[src/rtl/mc_ctrl_pkg.sv]
// Shared types and encodings for the multicycle ARM control unit.
// Holds the state enum, ALU codes, mux-select codes and the multiply pattern.
package mc_ctrl_pkg;

  typedef enum logic [3:0] {
    FETCH    = 4'd0,
    DECODE   = 4'd1,
    MEMADR   = 4'd2,
    MEMRD    = 4'd3,
    MEMWB    = 4'd4,
    MEMWR    = 4'd5,
    EXECR    = 4'd6,
    EXECI    = 4'd7,
    ALUWB    = 4'd8,
    BRANCH   = 4'd9,
    MULEX    = 4'd10,
    MULWB_LO = 4'd11,
    MULWB_HI = 4'd12
  } state_t;

  localparam logic [2:0] ALU_ADD   = 3'b000;
  localparam logic [2:0] ALU_SUB   = 3'b001;
  localparam logic [2:0] ALU_AND   = 3'b010;
  localparam logic [2:0] ALU_ORR   = 3'b011;
  localparam logic [2:0] ALU_MUL   = 3'b100;
  localparam logic [2:0] ALU_UMULL = 3'b101;
  localparam logic [2:0] ALU_SMULL = 3'b110;

  localparam logic [1:0] RES_ALUOUT = 2'b00;
  localparam logic [1:0] RES_RDATA  = 2'b01;
  localparam logic [1:0] RES_ALU    = 2'b10;
  localparam logic [1:0] RES_MUL    = 2'b11;

  localparam logic [1:0] SRCB_RM   = 2'b00;
  localparam logic [1:0] SRCB_IMM  = 2'b01;
  localparam logic [1:0] SRCB_FOUR = 2'b10;

  localparam logic [1:0] IMM_DP  = 2'b00;
  localparam logic [1:0] IMM_MEM = 2'b01;
  localparam logic [1:0] IMM_BR  = 2'b10;

  localparam logic [3:0] MULOP_PATTERN = 4'b1001;

  function automatic logic is_mul(input logic [1:0] op, input logic [5:0] funct,
                                  input logic [3:0] mulop);
    return (op == 2'b00) && !funct[5] && (mulop == MULOP_PATTERN);
  endfunction

endpackage

[src/rtl/mc_decode_fsm_if.sv]
// Instruction-field / control-word bundle between the IR+memory side and the FSM.
// mem_ready is a one-sided completion strobe: the FSM waits in a memory state until it is 1.
interface mc_decode_fsm_if #(parameter int ALUW = 3);
  logic [1:0]      Op;
  logic [5:0]      Funct;
  logic [3:0]      Rd;
  logic [3:0]      MulOp;
  logic            mem_ready;
  logic            IRWrite;
  logic            NextPC;
  logic            Branch;
  logic            PCS;
  logic            RegW;
  logic            MemW;
  logic            AdrSrc;
  logic            ALUSrcA;
  logic [1:0]      ALUSrcB;
  logic [1:0]      ResultSrc;
  logic [1:0]      ImmSrc;
  logic [1:0]      RegSrc;
  logic [ALUW-1:0] ALUControl;
  logic [1:0]      FlagW;
  logic            MulStart;
  logic            MulHi;

  modport master (
    output Op, Funct, Rd, MulOp, mem_ready,
    input  IRWrite, NextPC, Branch, PCS, RegW, MemW, AdrSrc, ALUSrcA, ALUSrcB,
           ResultSrc, ImmSrc, RegSrc, ALUControl, FlagW, MulStart, MulHi
  );

  modport slave (
    input  Op, Funct, Rd, MulOp, mem_ready,
    output IRWrite, NextPC, Branch, PCS, RegW, MemW, AdrSrc, ALUSrcA, ALUSrcB,
           ResultSrc, ImmSrc, RegSrc, ALUControl, FlagW, MulStart, MulHi
  );
endinterface

[src/rtl/mc_alu_decoder.sv]
// Combinational ALU/multiply opcode and flag-write decode.
// op_valid is low for an unsupported data-processing command so the FSM can drop its writeback.
module mc_alu_decoder
  import mc_ctrl_pkg::*;
#(
  parameter int ALUW = 3
) (
  input  logic [4:0]      Funct,
  input  logic [3:0]      MulOp,
  input  logic            is_exec,
  output logic [ALUW-1:0] ALUControl,
  output logic [1:0]      FlagW,
  output logic            op_valid
);

  logic [2:0] code;

  always_comb begin
    code     = ALU_ADD;
    FlagW    = 2'b00;
    op_valid = 1'b0;
    if (is_exec) begin
      op_valid = 1'b1;
      case (Funct[4:1])
        4'b0100: code = ALU_ADD;
        4'b0010: code = ALU_SUB;
        4'b0000: code = ALU_AND;
        4'b1100: code = ALU_ORR;
        default: op_valid = 1'b0;
      endcase
      // C,V only make sense for arithmetic ops
      if (op_valid)
        FlagW = {Funct[0], Funct[0] & ((code == ALU_ADD) || (code == ALU_SUB))};
    end else if (MulOp == MULOP_PATTERN) begin
      op_valid = 1'b1;
      case (Funct[3:1])
        3'b100:  code = ALU_UMULL;
        3'b110:  code = ALU_SMULL;
        default: code = ALU_MUL;
      endcase
      FlagW = {Funct[0], 1'b0};
    end
  end

  assign ALUControl = ALUW'(code);

endmodule

[src/rtl/mc_decode_fsm.sv]
// Multicycle ARM control FSM: one control word per cycle, stalls on mem_ready,
// iterative multiply with a MUL_LAT-cycle execute phase.
module mc_decode_fsm
  import mc_ctrl_pkg::*;
#(
  parameter int ALUW    = 3,
  parameter int MUL_LAT = 4
) (
  input  logic                 clk,
  input  logic                 reset,
  mc_decode_fsm_if.slave       bus,
  output state_t               state
);

  localparam logic [3:0] MUL_INIT = 4'(MUL_LAT - 1);

  state_t          state_q, state_d;
  logic [3:0]      cnt_q, cnt_d;
  logic            is_exec;
  logic [ALUW-1:0] dec_alu;
  logic [1:0]      dec_flag;
  logic            dec_ok;

  assign state   = state_q;
  assign is_exec = (state_q == EXECR) || (state_q == EXECI) || (state_q == ALUWB);

  mc_alu_decoder #(.ALUW(ALUW)) u_alu_dec (
    .Funct      (bus.Funct[4:0]),
    .MulOp      (bus.MulOp),
    .is_exec    (is_exec),
    .ALUControl (dec_alu),
    .FlagW      (dec_flag),
    .op_valid   (dec_ok)
  );

  always_ff @(posedge clk or negedge reset) begin
    if (!reset) begin
      state_q <= FETCH;
      cnt_q   <= 4'd0;
    end else begin
      state_q <= state_d;
      cnt_q   <= cnt_d;
    end
  end

  always_comb begin
    state_d = state_q;
    cnt_d   = cnt_q;
    case (state_q)
      FETCH:  if (bus.mem_ready) state_d = DECODE;
      DECODE: begin
        case (bus.Op)
          2'b01:   state_d = MEMADR;
          2'b10:   state_d = BRANCH;
          2'b00: begin
            if (is_mul(bus.Op, bus.Funct, bus.MulOp)) begin
              state_d = MULEX;
              cnt_d   = MUL_INIT;
            end else if (bus.Funct[5]) state_d = EXECI;
            else                       state_d = EXECR;
          end
          default: state_d = FETCH;
        endcase
      end
      MEMADR:   state_d = bus.Funct[0] ? MEMRD : MEMWR;
      MEMRD:    if (bus.mem_ready) state_d = MEMWB;
      MEMWB:    state_d = FETCH;
      MEMWR:    if (bus.mem_ready) state_d = FETCH;
      EXECR:    state_d = ALUWB;
      EXECI:    state_d = ALUWB;
      ALUWB:    state_d = FETCH;
      BRANCH:   state_d = FETCH;
      MULEX: begin
        if (cnt_q == 4'd0) state_d = MULWB_LO;
        else               cnt_d   = cnt_q - 4'd1;
      end
      MULWB_LO: state_d = bus.Funct[3] ? MULWB_HI : FETCH;
      MULWB_HI: state_d = FETCH;
      default:  state_d = FETCH;
    endcase
  end

  // Outputs are forced low while reset is held, even though the state register sits in FETCH.
  always_comb begin
    bus.IRWrite    = 1'b0;
    bus.NextPC     = 1'b0;
    bus.Branch     = 1'b0;
    bus.PCS        = 1'b0;
    bus.RegW       = 1'b0;
    bus.MemW       = 1'b0;
    bus.AdrSrc     = 1'b0;
    bus.ALUSrcA    = 1'b0;
    bus.ALUSrcB    = SRCB_RM;
    bus.ResultSrc  = RES_ALUOUT;
    bus.ImmSrc     = IMM_DP;
    bus.RegSrc     = 2'b00;
    bus.ALUControl = ALUW'(ALU_ADD);
    bus.FlagW      = 2'b00;
    bus.MulStart   = 1'b0;
    bus.MulHi      = 1'b0;
    if (reset) begin
      case (bus.Op)
        2'b01:   begin bus.ImmSrc = IMM_MEM; bus.RegSrc = 2'b10; end
        2'b10:   begin bus.ImmSrc = IMM_BR;  bus.RegSrc = 2'b01; end
        default: begin bus.ImmSrc = IMM_DP;  bus.RegSrc = 2'b00; end
      endcase
      case (state_q)
        FETCH: begin
          bus.ALUSrcA   = 1'b1;
          bus.ALUSrcB   = SRCB_FOUR;
          bus.ResultSrc = RES_ALU;
          bus.IRWrite   = bus.mem_ready;
          bus.NextPC    = bus.mem_ready;
        end
        DECODE: begin
          bus.ALUSrcA = 1'b1;
          bus.ALUSrcB = SRCB_FOUR;
        end
        MEMADR: bus.ALUSrcB = SRCB_IMM;
        MEMRD:  bus.AdrSrc  = 1'b1;
        MEMWB: begin
          bus.RegW      = 1'b1;
          bus.ResultSrc = RES_RDATA;
          bus.PCS       = (bus.Rd == 4'd15);
        end
        MEMWR: begin
          bus.AdrSrc = 1'b1;
          bus.MemW   = bus.mem_ready;
        end
        EXECR, EXECI: begin
          bus.ALUSrcB    = (state_q == EXECI) ? SRCB_IMM : SRCB_RM;
          bus.ALUControl = dec_alu;
          bus.FlagW      = dec_flag;
        end
        ALUWB: begin
          bus.RegW      = dec_ok;
          bus.ResultSrc = RES_ALUOUT;
          bus.PCS       = dec_ok && (bus.Rd == 4'd15);
        end
        BRANCH: begin
          bus.ALUSrcB   = SRCB_IMM;
          bus.ResultSrc = RES_ALU;
          bus.Branch    = 1'b1;
        end
        MULEX: begin
          bus.ALUControl = dec_alu;
          bus.MulStart   = (cnt_q == MUL_INIT);
        end
        MULWB_LO: begin
          bus.RegW       = 1'b1;
          bus.ResultSrc  = RES_MUL;
          bus.ALUControl = dec_alu;
          bus.FlagW      = dec_flag;
        end
        MULWB_HI: begin
          bus.RegW       = 1'b1;
          bus.ResultSrc  = RES_MUL;
          bus.ALUControl = dec_alu;
          bus.MulHi      = 1'b1;
        end
        default: ;
      endcase
    end
  end

endmodule

[src/flat_wrapper.sv]
// flat-port wrapper written by rule: the top's interface ports become plain ports
module mc_decode_fsm_flat import mc_ctrl_pkg::*;
#(
  parameter int ALUW    = 3,
  parameter int MUL_LAT = 4
)
  (clk, reset, state, bus_Op, bus_Funct, bus_Rd, bus_MulOp, bus_mem_ready, bus_IRWrite, bus_NextPC, bus_Branch, bus_PCS, bus_RegW, bus_MemW, bus_AdrSrc, bus_ALUSrcA, bus_ALUSrcB, bus_ResultSrc, bus_ImmSrc, bus_RegSrc, bus_ALUControl, bus_FlagW, bus_MulStart, bus_MulHi);
  mc_decode_fsm_if #(.ALUW(ALUW)) bus_i ();
  input  logic clk;
  input  logic reset;
  output state_t state;
  input wire logic [$bits(bus_i.Op)-1:0] bus_Op;
  input wire logic [$bits(bus_i.Funct)-1:0] bus_Funct;
  input wire logic [$bits(bus_i.Rd)-1:0] bus_Rd;
  input wire logic [$bits(bus_i.MulOp)-1:0] bus_MulOp;
  input wire logic [$bits(bus_i.mem_ready)-1:0] bus_mem_ready;
  output wire logic [$bits(bus_i.IRWrite)-1:0] bus_IRWrite;
  output wire logic [$bits(bus_i.NextPC)-1:0] bus_NextPC;
  output wire logic [$bits(bus_i.Branch)-1:0] bus_Branch;
  output wire logic [$bits(bus_i.PCS)-1:0] bus_PCS;
  output wire logic [$bits(bus_i.RegW)-1:0] bus_RegW;
  output wire logic [$bits(bus_i.MemW)-1:0] bus_MemW;
  output wire logic [$bits(bus_i.AdrSrc)-1:0] bus_AdrSrc;
  output wire logic [$bits(bus_i.ALUSrcA)-1:0] bus_ALUSrcA;
  output wire logic [$bits(bus_i.ALUSrcB)-1:0] bus_ALUSrcB;
  output wire logic [$bits(bus_i.ResultSrc)-1:0] bus_ResultSrc;
  output wire logic [$bits(bus_i.ImmSrc)-1:0] bus_ImmSrc;
  output wire logic [$bits(bus_i.RegSrc)-1:0] bus_RegSrc;
  output wire logic [$bits(bus_i.ALUControl)-1:0] bus_ALUControl;
  output wire logic [$bits(bus_i.FlagW)-1:0] bus_FlagW;
  output wire logic [$bits(bus_i.MulStart)-1:0] bus_MulStart;
  output wire logic [$bits(bus_i.MulHi)-1:0] bus_MulHi;
  assign bus_i.Op = bus_Op;
  assign bus_i.Funct = bus_Funct;
  assign bus_i.Rd = bus_Rd;
  assign bus_i.MulOp = bus_MulOp;
  assign bus_i.mem_ready = bus_mem_ready;
  assign bus_IRWrite = bus_i.IRWrite;
  assign bus_NextPC = bus_i.NextPC;
  assign bus_Branch = bus_i.Branch;
  assign bus_PCS = bus_i.PCS;
  assign bus_RegW = bus_i.RegW;
  assign bus_MemW = bus_i.MemW;
  assign bus_AdrSrc = bus_i.AdrSrc;
  assign bus_ALUSrcA = bus_i.ALUSrcA;
  assign bus_ALUSrcB = bus_i.ALUSrcB;
  assign bus_ResultSrc = bus_i.ResultSrc;
  assign bus_ImmSrc = bus_i.ImmSrc;
  assign bus_RegSrc = bus_i.RegSrc;
  assign bus_ALUControl = bus_i.ALUControl;
  assign bus_FlagW = bus_i.FlagW;
  assign bus_MulStart = bus_i.MulStart;
  assign bus_MulHi = bus_i.MulHi;
  mc_decode_fsm #(.ALUW(ALUW), .MUL_LAT(MUL_LAT)) u_core (.clk(clk), .reset(reset), .bus(bus_i), .state(state));
endmodule
[config.mk]
export PLATFORM = sky130hd
export DESIGN_NAME = mc_decode_fsm_flat
export DESIGN_NICKNAME = d
export VERILOG_FILES = /design/src/rtl/mc_ctrl_pkg.sv /design/src/rtl/mc_decode_fsm_if.sv /design/src/rtl/mc_alu_decoder.sv /design/src/rtl/mc_decode_fsm.sv /design/src/flat_wrapper.sv
export SDC_FILE = /design/constraint.sdc
export NUM_CORES = 1
export LEC_CHECK = 0
export ABC_AREA = 1
export BUFFER_PORTS_ARGS = -buffer_cell sky130_fd_sc_hd__buf_4
export CAP_MARGIN = 20
export CORE_UTILIZATION = 25
export CTS_BUF_LIST = sky130_fd_sc_hd__clkbuf_8
export CTS_CLUSTER_SIZE = 25
export DETAILED_ROUTE_END_ITERATION = 6
export GPL_TIMING_DRIVEN = 0
export PLACE_DENSITY = 0.57
export SKIP_LAST_GASP = 1
export SLEW_MARGIN = 15
export SYNTH_ARGS = -nofsm -noshare
export SYNTH_HDL_FRONTEND = slang
export SYNTH_SLANG_ARGS = --single-unit
[constraint.sdc]
create_clock -name clk -period 3.4 [get_ports clk]
set_input_delay 0.34 -clock clk [delete_from_list [all_inputs] [get_ports clk]]
set_output_delay 0.34 -clock clk [all_outputs]
set_load 0.005 [all_outputs]
[After elaboration in Yosys (flattened, before gate mapping)]
Cells that the tools add are included.
W data, S select, Z words.
Storage, ports and cells
  bits in registers: 8
  bits of input ports: 19
  word-level logic and storage cells: 116
Operators by class
  $add $sub $neg: 1
  eq/ne operators: 30
  multiplexer cells: 57
  bitwise operators: 1
  reductions and logical operators: 25
Operators with widths (count)
  $mux W4: 9
  $eq A4 B4 Y1 const B: 8
  $pmux W4 S8: 1
  $mux W1: 22
  $eq A4 B3 Y1 const B: 5
  $mux W2: 9
  $mux W3: 6
  $pmux W2 S3: 3
  $eq A4 B2 Y1 const B: 4
  $logic_not A4 Y1: 3
  $pmux W2 S2: 3
  $pmux W4 S3: 1
  $reduce_or A2 Y1: 6
  $ne A2 B2 Y1 const B: 4
  $pmux W4 S2: 1
  $reduce_and A4 Y1: 2
  $eq A3 B3 Y1 const B: 2
  $ne A2 B1 Y1 const B: 3
  $reduce_or A3 Y1: 2
  $reduce_or A5 Y1: 1
  $eq A4 B1 Y1 const B: 1
  $pmux W1 S2: 2
  $reduce_or A4 Y1: 1
  $sub A4 B1 Y4 const B: 1
  10 further kinds: 14

[Depth between registers and ports, before layout]
  depth in word-level cells: 11
  mapped depth: 10

[Cells and area by module]
A second synthesis with hierarchy kept.
Unflattened totals
  cell total of the unflattened synthesis: 192
  area total of the unflattened synthesis: 1058.5 µm²
Modules (own cells, without submodules)
  mc_decode_fsm: instances 1, cells an instance 158, area an instance 894.6 µm²
  mc_alu_decoder: instances 1, cells an instance 34, area an instance 163.9 µm²

[Least setup slack after synthesis]
No wires, ideal clock.
  path kind: register to output
  start: register u_core.state_q[1] (netlist: u_core.state[1])
  end: output port bus_NextPC
  data arrival time: 1.193 ns
  data required time: 3.060 ns
  path slack: 1.867 ns
  cell stages (with the launch flop): 6
  path through: dfrtp_1 -> buf_6 -> nor2_1 -> nand2_1 -> nor3_1 -> buf_4
Between the ends
  longest elaborated chain between the ends: 3
Ends and longest elaborated chain
  from (decl): line mc_decode_fsm.sv:17  | state_t state_q, state_d;
  from (signal assigned): line mc_decode_fsm.sv:41  | state_q <= state_d;
  $logic_not A4 Y1
  $mux W1 (2 in series)
  to (decl): line flat_wrapper.sv:18  | output wire logic [$bits(bus_i.NextPC)-1:0] bus_NextPC;
No other way between the ends.

[Worst setup path in the final report]
  start: input port reset
  end: output port bus_RegSrc[1]
Between the ends
  longest elaborated chain between the ends: 1
Ends and longest elaborated chain
  from (decl): line flat_wrapper.sv:10  | input logic reset;
  $mux W2: line mc_decode_fsm.sv:101  | if (reset) begin
  to (decl): line flat_wrapper.sv:28  | output wire logic [$bits(bus_i.RegSrc)-1:0] bus_RegSrc;
No other way between the ends.

==> flow_metrics.tcl <==
set metrics [dict create \
    num_vias 1162 \
    via_per_inst 4.35 \
    htreeDepth 1 \
    pin_count 46 \
    cp-start-kind "primary input" \
    synth_compound_area_frac 0.144 \
    grt_use_total 0.137 \
    wl_per_cell_um 9.87 \
    ys_warn_count 0 \
    synthAdderAreaFrac 0.0389 \
    critPathMaxFanout 14 \
    die_height_um 64.2 \
    numCtsBuffers 3 \
    crit_type "primary input to primary output" \
    cts-root-buf "clkbuf_8" \
    ys_seq_area_frac 0.207 \
    synth_seq_cells 8 \
    tns_ps 0 \
    drc_errors 0 \
    crit_buf_inv 6 \
    area_growth_pct 46.5 \
    path_delay_family "buffers and inverters" \
    dpl.hpwl_mm 2.22 \
    max_freq_mhz 439 \
    postCtsHoldBufs 1 \
    start_util 0.262 \
    setup_ws_ps 1120 \
    layout_common_cells "buf_4, nand2_1, inv_1, nor2_1, nand3_1" \
    fin_nets 243 \
    clk_pin_slew_ps 40 \
    synth_cell_types 24 \
    die_x_um 64.2 \
    final_common_cell "buf_4" \
    drive_gt1_frac 0.301 \
    gp_congestion 0.787 \
    antenna_found_initial 0 \
    clock_latency_ps 230 \
    crit_path_frequent_cell "buf_4" \
    min_period_ps 2280 \
    n_antenna_cell 0 \
    coreArea_sq_um 3690 \
    cts_tree "built" \
    cts_sinks 8 \
    critPathSlowestCell "dlygate4sd3_1" \
    ir_drop_mv 0.235 \
    grt_pass1_wl_mm 4.55 \
    required_ps 3060 \
    numPortBuffers 45 \
    fin_crit_sh 0.670 \
    syn_inst 170 \
    muxShareOfSynthArea 0 \
    post_cts_buffers 0 \
    cts_buffer_depth 2 \
    slew_headroom 0.703 \
    critPathMaxStageDelay_ps 540 \
    num_rows 22 \
    worstMarginPinSlew_ps 445 \
    dp_slack_ps 1640 \
    grt_max_degree 15 \
    antenna_left 0 \
    drv_slew 0 \
    grt_setup_unrepaired "false" \
    drtPass1Iterations 4 \
    maxCapViolCount 0 \
    wirelength_mm 2.64 \
    die-area_sq_um 4120 \
    synth_nets 192 \
    p_leak_uw 0.000781 \
    status "completed" \
    seq_area_sq_um 200 \
    syn_avg_cell_area_sq_um 5.68 \
    nFillCells 417 \
    synth_top_family_by_area "simple AND/OR/NAND/NOR gates" \
    grt_pass1_vias 1051 \
    multi_input_area_sq_um 623 \
    syn-cell-area_sq_um 966 \
    worstPathCellList "dlygate4sd3_1 -> buf_4 -> inv_1 -> clkbuf_1 -> nor3_1 -> buf_4 -> buf_4" \
    yosys.area_share.simple 0.462 \
    skew_ps 5.09 \
    final-setup-viol-count 0 \
    arrival_ps 1940 \
    p_per_area_nw_per_um2 515 \
    dr.first_iter.drc_count 53 \
    hold_class "primary input to flip-flop" \
    grt_remaining_overflow 0 \
    cts_resized 0 \
    end_kind "primary output" \
    hold_viol 0 \
    synth_xor_area_frac 0 \
]
-- layout make-up --
| cell class | count | area share |
|---|---|---|
| plain buffers | 5 | 0.0265 |
| clock buffers | 3 | 0.0292 |
| well taps | 48 | 0.0424 |
| repair buffers | 46 | 0.246 |
| multi-input cells | 129 | 0.440 |
| inverters | 28 | 0.0743 |
| flip-flops and latches | 8 | 0.141 |
-- metal layers --
layer / wire [um] / track usage / share of wire / vias to the layer above
li1: - / - / - / 638
met1: 1300 / 0.187 / 0.49 / 494
met2: 1160 / 0.223 / 0.44 / 28
met3: 167 / 0.0232 / 0.063 / 2
met4: 8 / 0.0333 / 0.0030 / 0
met5: 0 / 0 / 0 / -
-- flip-flops by register name (all words and copies together), names as in the netlist --
signal and flops:
u_core.state 4, u_core.cnt_q 4
-- power breakdown --
group          internal [uW]  switching (uW)
logic                    189             261
clock network           76.7            36.9
registers                127            38.0
-- synthesized netlist by cell type (all sizes together) --
cell type / count / share of area
or2: 1 / 0.0065
inv: 28 / 0.11
nand3: 14 / 0.073
o21ai: 14 / 0.080
o211ai: 1 / 0.013
nor2: 26 / 0.11
buf: 4 / 0.035
ha: 3 / 0.039
clkbuf: 1 / 0.0039
nand4: 2 / 0.013
dfrtp: 8 / 0.21
a31oi: 1 / 0.0065
nand3b: 1 / 0.0078
a21oi: 7 / 0.036
nor3: 8 / 0.041
o21bai: 1 / 0.0078
nand2: 50 / 0.21
-- per-stage QoR --
stage	hold WS [ps]	cell area, sq um	std cells	power, uW	util
after CTS	426	1420	267	737	0.384
final	430	1420	267	729	0.384
after global routing	468	1420	267	815	0.384
after global placement	197	1360	263	617	0.370
after floorplan	44.4	966	170	461	-
after detailed placement	196	1360	263	618	0.370
-- worst paths after layout --
| path | end | cells past startpoint | from | slack (ps) |
|---|---|---|---|---|
| setup reg to reg | u_core.state[2] | 9 | u_core.state[1] | 1940 |
| hold reg to reg | u_core.cnt_q[0] | 2 | u_core.cnt_q[0] | 510 |
| setup / recovery | bus_RegSrc[1] | 7 | reset | 1120 |
| max in group asynchronous | u_core.state[2] | 2 | reset | 2730 |
| min in group asynchronous | u_core.cnt_q[1] | 2 | reset | 500 |
| hold / removal | u_core.state[3] | 4 | bus_Op[0] | 430 |
-- cell families after synthesis --
logic type	count (synthesis)
flip-flops	8
AO/OA/AOI/OAI	24
adder cells (fa/ha/maj)	3
AND/OR/NAND/NOR	102
buffers and inverters	33
-- tightest hold or removal path: cells and delay by family --
kind | cells | cell delay (ps)
AOI/OAI and AO/OA | 1 | 60
and+or+nand+nor | 2 | 120
buffers and inverters | 1 | 90
No activity file was read; power rests on OpenSTA's default activity.
